--- src/rtl/bcd_serial_add_ctrl_pkg.sv ---
// Shared constants for the digit-serial BCD adder: digit width, FSM encodings
// and the largest legal BCD digit value.
package bcd_serial_add_ctrl_pkg;

    localparam int BCD_DIGIT_W = 4;

    localparam logic [1:0] ST_IDLE = 2'd0;
    localparam logic [1:0] ST_ADD  = 2'd1;
    localparam logic [1:0] ST_DONE = 2'd2;

    localparam logic [BCD_DIGIT_W-1:0] BCD_MAX = 4'd9;

    function automatic logic digit_invalid(input logic [BCD_DIGIT_W-1:0] d);
        return d > BCD_MAX;
    endfunction

endpackage

--- src/rtl/bcd_serial_add_ctrl_adder.sv ---
// Single-digit combinational BCD adder: binary add, then +6 correction when
// the raw sum exceeds 9.
module bcd_adder
    import bcd_serial_add_ctrl_pkg::*;
(
    input  logic [BCD_DIGIT_W-1:0] a,
    input  logic [BCD_DIGIT_W-1:0] b,
    input  logic                   cin,
    output logic [BCD_DIGIT_W-1:0] sum,
    output logic                   cout
);

    logic [BCD_DIGIT_W:0] raw;
    logic [BCD_DIGIT_W:0] adj;

    always_comb begin
        raw  = {1'b0, a} + {1'b0, b} + {{BCD_DIGIT_W{1'b0}}, cin};
        adj  = raw;
        cout = 1'b0;
        if (raw > {1'b0, BCD_MAX}) begin
            adj  = raw + 5'd6;
            cout = 1'b1;
        end
        sum = adj[BCD_DIGIT_W-1:0];
    end

endmodule

--- src/rtl/bcd_serial_add_ctrl.sv ---
// Digit-serial multi-digit BCD adder: one digit per clock, LS digit first,
// with the inter-digit carry registered; result published atomically on done.
module bcd_serial_add_ctrl
    import bcd_serial_add_ctrl_pkg::*;
#(
    parameter int NDIGITS = 4
) (
    input  logic                           clk,
    input  logic                           rst,
    input  logic                           start,
    input  logic [NDIGITS*BCD_DIGIT_W-1:0] a,
    input  logic [NDIGITS*BCD_DIGIT_W-1:0] b,
    input  logic                           cin,
    output logic                           busy,
    output logic                           done,
    output logic [NDIGITS*BCD_DIGIT_W-1:0] sum,
    output logic                           cout,
    output logic                           err,
    output logic [1:0]                     state_dbg
);

    // Handshake: start is accepted on any rising edge where the FSM is in IDLE
    // or DONE; busy is high for exactly NDIGITS cycles afterwards, then done
    // pulses for one cycle with sum/cout/err already updated. start during
    // busy is dropped, and a/b are only sampled on the accepting edge.

    localparam int W     = NDIGITS * BCD_DIGIT_W;
    localparam int CNT_W = $clog2(NDIGITS) + 1;

    logic [1:0]       state_q, state_d;
    logic [CNT_W-1:0] cnt_q, cnt_d;
    logic [W-1:0]     a_sr_q, a_sr_d;
    logic [W-1:0]     b_sr_q, b_sr_d;
    logic [W-1:0]     res_q, res_d;
    logic             carry_q, carry_d;
    logic             err_r_q, err_r_d;
    logic [W-1:0]     sum_q, sum_d;
    logic             cout_q, cout_d;
    logic             err_q, err_d;

    logic [BCD_DIGIT_W-1:0] add_sum;
    logic                   add_cout;
    logic                   any_bad;
    logic [W-1:0]           res_shift;

    bcd_adder u_adder (
        .a    (a_sr_q[BCD_DIGIT_W-1:0]),
        .b    (b_sr_q[BCD_DIGIT_W-1:0]),
        .cin  (carry_q),
        .sum  (add_sum),
        .cout (add_cout)
    );

    always_comb begin
        any_bad = 1'b0;
        for (int i = 0; i < NDIGITS; i++) begin
            if (digit_invalid(a[i*BCD_DIGIT_W +: BCD_DIGIT_W]) ||
                digit_invalid(b[i*BCD_DIGIT_W +: BCD_DIGIT_W])) begin
                any_bad = 1'b1;
            end
        end
    end

    // New digit enters at the top so after NDIGITS shifts digit 0 sits at [3:0].
    assign res_shift = (res_q >> BCD_DIGIT_W) | (W'(add_sum) << (W - BCD_DIGIT_W));

    always_comb begin
        state_d = state_q;
        cnt_d   = cnt_q;
        a_sr_d  = a_sr_q;
        b_sr_d  = b_sr_q;
        res_d   = res_q;
        carry_d = carry_q;
        err_r_d = err_r_q;
        sum_d   = sum_q;
        cout_d  = cout_q;
        err_d   = err_q;
        case (state_q)
            ST_IDLE, ST_DONE: begin
                if (start) begin
                    a_sr_d  = a;
                    b_sr_d  = b;
                    carry_d = cin;
                    cnt_d   = '0;
                    err_r_d = any_bad;
                    state_d = ST_ADD;
                end else begin
                    state_d = ST_IDLE;
                end
            end
            ST_ADD: begin
                res_d   = res_shift;
                a_sr_d  = a_sr_q >> BCD_DIGIT_W;
                b_sr_d  = b_sr_q >> BCD_DIGIT_W;
                carry_d = add_cout;
                cnt_d   = cnt_q + CNT_W'(1);
                if (cnt_q == CNT_W'(NDIGITS - 1)) begin
                    sum_d   = res_shift;
                    cout_d  = add_cout;
                    err_d   = err_r_q;
                    state_d = ST_DONE;
                end
            end
            default: state_d = ST_IDLE;
        endcase
    end

    always_ff @(posedge clk) begin
        if (rst) begin
            state_q <= ST_IDLE;
            cnt_q   <= '0;
            a_sr_q  <= '0;
            b_sr_q  <= '0;
            res_q   <= '0;
            carry_q <= 1'b0;
            err_r_q <= 1'b0;
            sum_q   <= '0;
            cout_q  <= 1'b0;
            err_q   <= 1'b0;
        end else begin
            state_q <= state_d;
            cnt_q   <= cnt_d;
            a_sr_q  <= a_sr_d;
            b_sr_q  <= b_sr_d;
            res_q   <= res_d;
            carry_q <= carry_d;
            err_r_q <= err_r_d;
            sum_q   <= sum_d;
            cout_q  <= cout_d;
            err_q   <= err_d;
        end
    end

    assign busy      = (state_q == ST_ADD);
    assign done      = (state_q == ST_DONE);
    assign sum       = sum_q;
    assign cout      = cout_q;
    assign err       = err_q;
    assign state_dbg = state_q;

endmodule

--- config.mk ---
export PLATFORM = sky130hd
export DESIGN_NAME = bcd_serial_add_ctrl
export DESIGN_NICKNAME = d
export VERILOG_FILES = /design/src/rtl/bcd_serial_add_ctrl_pkg.sv /design/src/rtl/bcd_serial_add_ctrl_adder.sv /design/src/rtl/bcd_serial_add_ctrl.sv
export SDC_FILE = /design/constraint.sdc
export NUM_CORES = 1
export LEC_CHECK = 0
export CAP_MARGIN = 20
export CORE_MARGIN = 2
export CORE_UTILIZATION = 51
export DETAILED_ROUTE_END_ITERATION = 10
export PLACE_DENSITY_LB_ADDON = 0.2
export SLEW_MARGIN = 20
export SYNTH_ARGS = -nofsm -noshare
export SYNTH_HDL_FRONTEND = slang
export SYNTH_HIERARCHICAL = 1
export SYNTH_SLANG_ARGS = --single-unit
--- constraint.sdc ---
create_clock -name clk -period 3 [get_ports clk]
set_clock_uncertainty 0.2 [all_clocks]
set_input_delay 0.6 -clock clk [delete_from_list [all_inputs] [get_ports clk]]
set_output_delay 0.6 -clock clk [all_outputs]
set_load 0.005 [all_outputs]
== Word level (Yosys, flattened, before mapping) ==
Index checks and enable logic that the tools add are counted.
Storage, ports and cells
  register bits: 73
  input port bits: 36
  output and inout bits: 22
  logic and storage cells: 56
Operators by class
  $add $sub $neg: 4
  $lt $le $gt $ge: 9
  equal/unequal tests: 5
  mux-type cells: 17
  bitwise operators: 1
  reduce and logical (&&, ||, !) cells: 10
Operator list (number)
  one-hot mux 16 bit (2 select lines): 2
  > comparator 4 bit, second input constant: 8
  2-to-1 mux 16 bit: 2
  OR 12 x 16 -> 16 bit: 1
  2-to-1 mux 1 bit: 7
  one-hot mux 3 bit (2 select lines): 1
  AND reduction 2 bit: 3
  adder 4 x 4 -> 5 bit: 1
  adder 5 x 1 -> 5 bit: 1
  > comparator 5 x 4 -> 1 bit, second input constant: 1
  adder 4 x 3 -> 4 bit, second input constant: 1
  logical OR 1 bit: 4
  2-to-1 mux 4 bit: 1
  one-hot mux 2 bit (2 select lines): 1
  adder 3 x 1 -> 3 bit, second input constant: 1
  equality test 3 x 2 -> 1 bit, second input constant: 1
  2-to-1 mux 3 bit: 1
  equality test 2 x 1 -> 1 bit, second input constant: 1
  equality test 2 bit, second input constant: 1
  zero test 2 bit: 1
  2-to-1 mux 2 bit: 1
  inequality test 2 x 1 -> 1 bit, second input constant: 1
  inequality test 2 bit, second input constant: 1
  one-hot mux 1 bit (2 select lines): 1
  2 further kinds: 2

== Longest topological paths before layout ==
  depth after elaboration: 6
  gate-level depth with buffers: 9
  mapped depth without buffers: 9

== Cells and area by module ==
The synthesis kept the hierarchy.
Modules (own cells, without submodules)
  bcd_serial_add_ctrl: times used 1, cells an instance 338, area each 2819.0 um^2, sequential area each 1381.3 um^2
  bcd_adder: times used 1, cells an instance 22, area each 211.5 um^2, sequential area each 0.0 um^2

== Worst setup path after synthesis ==
OpenSTA, ideal clock, no wires.
  path type: reg2reg
  start: reg a_sr_q[0]
  end: reg res_q[14]
  library setup time: 0.070 ns
  arrival: 2.468 ns
  data required time: 2.730 ns
  setup slack: 0.262 ns
  cell stages (with the launch flop): 10
  path buffers: 0
  clock period less this slack: 2.738 ns
  cells stage by stage: dfxtp_1 > fa_1 > fa_1 > xnor2_1 > ha_1 > a31o_1 > o31ai_4 > mux2i_1 > nand2_1 > a21oi_1
On the way
  cells in the longest elaborated chain, start to end: 5
  elaborated cells between the ends (all ways): 6
  those cells by class: add/sub (3); order compare (1); mux (1); bitwise (1)
RTL lines
  from (decl): RTL line bcd_serial_add_ctrl.sv:32  | logic [W-1:0] a_sr_q, a_sr_d;
  from (signal assigned): RTL line bcd_serial_add_ctrl.sv:123  | a_sr_q <= a_sr_d;
  adder 4 x 4 -> 5 bit *: RTL line bcd_serial_add_ctrl_adder.sv:17  | raw = {1'b0, a} + {1'b0, b} + {{BCD_DIGIT_W{1'b0}}, cin};
  adder 5 x 1 -> 5 bit *: RTL line bcd_serial_add_ctrl_adder.sv:17
  adder 4 x 3 -> 4 bit / > comparator 5 x 4 -> 1 bit (equally long branches): RTL line bcd_serial_add_ctrl_adder.sv:21, bcd_serial_add_ctrl_adder.sv:20
  2-to-1 mux 4 bit *: RTL line bcd_serial_add_ctrl_adder.sv:20  | if (raw > {1'b0, BCD_MAX}) begin
  net add_sum[2]: RTL line bcd_serial_add_ctrl.sv:41  | logic [BCD_DIGIT_W-1:0] add_sum;
  OR 12 x 16 -> 16 bit *: RTL line bcd_serial_add_ctrl.sv:65  | assign res_shift = (res_q >> BCD_DIGIT_W) | (W'(add_sum) << (W - BCD_DIGIT_W));
  to (signal assigned): RTL line bcd_serial_add_ctrl.sv:125  | res_q <= res_d;
  to (decl): RTL line bcd_serial_add_ctrl.sv:34  | logic [W-1:0] res_q, res_d;
The timed path passes the listed nets; every way through them passes the cells marked *.
A chain may end at the register's enable or synchronous reset.

== Worst setup path in the final report ==
  start: reg carry_q
  end: reg res_q[14]
On the way
  cells in the longest elaborated chain, start to end: 4
  elaborated cells between the ends (all ways): 5
  those cells by class: add/sub (2); order compare (1); mux (1); bitwise (1)
RTL lines
  from (decl): RTL line bcd_serial_add_ctrl.sv:35  | logic carry_q, carry_d;
  from (signal assigned): RTL line bcd_serial_add_ctrl.sv:126  | carry_q <= carry_d;
  adder 5 x 1 -> 5 bit *: RTL line bcd_serial_add_ctrl_adder.sv:17
  adder 4 x 3 -> 4 bit / > comparator 5 x 4 -> 1 bit (equally long branches): RTL line bcd_serial_add_ctrl_adder.sv:21, bcd_serial_add_ctrl_adder.sv:20
  2-to-1 mux 4 bit *: RTL line bcd_serial_add_ctrl_adder.sv:20
  net add_sum[2]: RTL line bcd_serial_add_ctrl.sv:41
  OR 12 x 16 -> 16 bit *: RTL line bcd_serial_add_ctrl.sv:65
Marks and branches as above.

==> load_flow_metrics.sql <==
INSERT INTO impl_metrics (metric_group, metric, value, unit) VALUES
('job', 'timing.max_cap.violations', '0', ''),
('clock_tree', 'ctsHoldBuffers', '0', ''),
('grt', 'grtUsageTotal', '22.7', '%'),
('worst_setup_path', 'ff2ff_path_depth', '9', ''),
('layout', 'postLayoutCoreUtil', '65.3', '%'),
('clock_tree', 'cts-htree-levels', '3', ''),
('placement', 'numPortBuffers', '57', ''),
('grt', 'grt_first_pass_wirelength', '11200', 'um'),
('detailed_routing', 'met1Wirelength', '3030', 'um'),
('synthesis', 'synth_cells', '360', ''),
('power', 'vdd_ir_drop_max', '0.298', 'mV'),
('synthesis', 'mappedNetlistArea', '3030', 'um2'),
('die', 'die_x', '81.1', 'um'),
('placement', 'dp.final_hpwl', '4390', 'um'),
('placement', 'gp_routability_congestion', '0.817', ''),
('clock_tree', 'clk_path_buf_depth', '2', ''),
('detailed_routing', 'postRouteAntennaNets', '0', ''),
('clock_tree', 'cts_inserted_buffers', '9', ''),
('worst_setup_path', 'timing.rr.start', 'carry_q$_SDFFE_PP0P_', ''),
('die', 'core_region_area', '5820', 'um2'),
('die', 'height_of_the_die', '81.1', 'um'),
('synthesis', 'post-synth-top-count-cell', 'sky130_fd_sc_hd__nand2_1', ''),
('layout', 'fraction_of_final_layout_cells_with_drive_strength_greater_than_1', '10.9', '%'),
('sta', 'clock.fmax', '345', 'MHz'),
('synthesis', 'synth.avg_cell_area', '8.42', 'um2'),
('power', 'power_leakage', '1.35', 'nW'),
('synthesis', 'synth-seq-cells', '69', ''),
('worst_setup_path', 'critPathMaxFanout', '3', ''),
('clock_tree', 'cts.root.buffer_cell', 'sky130_fd_sc_hd__clkbuf_8', ''),
('sta', 'holdWs', '254', 'ps'),
('worst_hold_path', 'holdPathStages', '2', ''),
('synthesis', 'netlist_top_cells_count', 'sky130_fd_sc_hd__nand2_1 (110), sky130_fd_sc_hd__dfxtp_1 (69), sky130_fd_sc_hd__nor2_1 (41)', ''),
('die', 'num_io_pins', '58', ''),
('worst_setup_path', 'timing.critical_path.from_type', 'flop', ''),
('outcome', 'result_of_the_run', 'completed', ''),
('detailed_routing', 'maxUsedRoutingLayer', 'met4', ''),
('power', 'cellPowerDensity', '578', 'nW/um2'),
('sta', 'timing_worst_slew_pin_value', '785', 'ps'),
('worst_setup_path', 'critical_path_class', 'reg2reg', ''),
('worst_setup_path', 'crit_path_cell_count', '9', ''),
('synthesis', 'ys_async_sr_fraction', '0', '%'),
('synthesis', 'cell_types_occupying_the_most_area_after_synthesis', 'sky130_fd_sc_hd__dfxtp_1 (46%), sky130_fd_sc_hd__nand2_1 (14%), sky130_fd_sc_hd__a311oi_2 (6.4%)', ''),
('worst_setup_path', 'top_delay_family_on_crit_path', 'adder cells', ''),
('worst_setup_path', 'timing.critical_path.slowest_cell_delay', '530', 'ps'),
('clock_tree', 'tritoncts_clock_tree', 'yes', ''),
('worst_setup_path', 'critical_path_cell_by_cell', 'fa_2 > fa_2 > inv_1 > ha_2 > a31o_1 > o31ai_4 > mux2i_2 > nand2_1 > a21oi_1', ''),
('grt', 'grt_max_degree', '70', ''),
('synthesis', 'synth_edf_count', '0', ''),
('sta', 'report.final.hold_viol_count', '0', ''),
('layout', 'final_nets', '452', ''),
('clock_tree', 'clkSinkCount', '69', ''),
('worst_setup_path', 'critical_path_buf_inv_count', '1', ''),
('synthesis', 'yosys_warnings', '6', ''),
('die', 'die_ar', '6570', 'um2'),
('worst_setup_path', 'cp-end-kind', 'flop', ''),
('clock_tree', 'insertion_delay', '350', 'ps'),
('sta', 'slew_viol_final', '0', ''),
('sta', 'final_min_period_over_clock_period', '96.6', '%'),
('detailed_routing', 'dr.pass1.iters', '4', ''),
('synthesis', 'ys_seq_area_share', '45.6', '%'),
('detailed_routing', 'drc_errors', '0', ''),
('grt', 'grt_pass1_vias', '2430', ''),
('sta', 'timing.final.setup_violations', '0', ''),
('worst_hold_path', 'hold_path_startpoint', 'res_q[7]$_SDFFE_PP0P_', ''),
('detailed_routing', 'routed_wire_length_per_instance', '14.0', 'um'),
('grt', 'grt.overflow.total', '0', ''),
('sta', 'relSlewSlack', '47.7', '%'),
('synthesis', 'synth_flop_cell', 'sky130_fd_sc_hd__dfxtp_1', ''),
('die', 'start_util', '52.1', '%'),
('grt', 'antenna_found_initial', '0', ''),
('worst_setup_path', 'cp-startpoint', 'carry_q$_SDFFE_PP0P_', '');
==> worst min-delay path by stage <==
stage / to / slack (ps)
4_1_cts: sum[5]$_SDFFE_PP0P_ / 260
2_1_floorplan: sum[0]$_SDFFE_PP0P_ / 230
3_5_place_dp: sum[5]$_SDFFE_PP0P_ / 250
6_report: sum[3]$_SDFFE_PP0P_ / 250
5_1_grt: sum[6]$_SDFFE_PP0P_ / 270
3_3_place_gp: sum[11]$_SDFFE_PP0P_ / 240
==> timing repair <==
action                                  CTS  global route
pin swaps                                 1             3
endpoints found under the setup margin    2             5
setup buffers                             0             2
resized for setup                         0             4
==> cells by family (layout without fill, tap and decap cells) <==
kind of cell,after synthesis,after routing,synth area share [%]
and+or+nand+nor,166,166,21.8
buffers and inverters,31,84,6.40
adders and majority gates,8,8,3.80
DFF,69,69,45.6
muxes,4,4,1.32
xor gates and xnor gates,2,2,0.578
AOI/OAI and AO/OA,80,80,20.6
==> state kept, by name (all words and copies together), names as in the netlist <==
register,cells
a_sr_q,16
b_sr_q,16
carry_q,1
err_r_q,1
sum,16
cnt_q,3
state_dbg,2
res_q,12
cout,1
err,1
==> metrics by stage <==
| stage | std cells | setup TNS, ps | setup WS [ps] | area [um2] | power (mW) |
|---|---|---|---|---|---|
| final | 488 | 0 | 101 | 3800 | 2.20 |
| after floorplan | 360 | 0 | 262 | 3030 | 1.25 |
| after detailed placement | 470 | 0 | 4.41 | 3550 | 1.35 |
| after global placement | 470 | 0 | 125 | 3550 | 1.34 |
| after CTS | 486 | 0 | 52.9 | 3770 | 2.20 |
| after global routing | 488 | -3.60 | -3.60 | 3800 | 2.29 |
==> cell type report <==
class	count	area (um2)	area share [%]
clock buffers	11	141	3.72
clock inverters	5	83.8	2.21
multi-input cells	260	1470	38.6
well taps	75	93.8	2.47
inverters	4	15.0	0.395
repair buffers	64	618	16.3
flip-flops and latches	69	1380	36.4
==> worst register-to-register path: cells and delay by family, from the launching register on <==
kind | cells | cell delay [ps]
compound gates | 3 | 710
fa+ha+maj | 3 | 1140
buf+inv | 1 | 70
flops | 1 | 340
mux | 1 | 280
simple gates | 1 | 80
==> per-layer routing <==
layer  global-route usage [%]  vias to the layer above
li1                         -                     1316
met1                     27.1                     1229
met2                     37.9                       71
met3                     5.44                        9
met4                     11.9                        0
met5                        0                        -
==> cell usage in the layout (no fill, tap or decap), drive strengths merged, types with 2 or more instances in the layout <==
cell / netlist / routed
nand2: 111 / 111
a22oi: 6 / 6
xnor2: 2 / 2
nor2b: 3 / 3
ha: 6 / 6
dfxtp: 69 / 69
nor2: 42 / 42
fa: 2 / 2
a311oi: 26 / 26
buf: 21 / 8
clkinvlp: 0 / 2
inv: 4 / 4
o21ai: 8 / 8
clkbuf: 6 / 11
a21oi: 35 / 35
nand3: 2 / 2
nand2b: 2 / 2
mux2i: 4 / 4
nor3: 3 / 3
bufinv: 0 / 2
clkdlybuf4s50: 0 / 56
==> where the power goes <==
part / switching (mW) / internal (mW) / total [mW]
Sequential: 0.0337 / 0.966 / 1.00
Combinational: 0.189 / 0.158 / 0.347
Clock: 0.359 / 0.492 / 0.852
Total: 0.582 / 1.62 / 2.20
(Power assumes the default switching activity.)
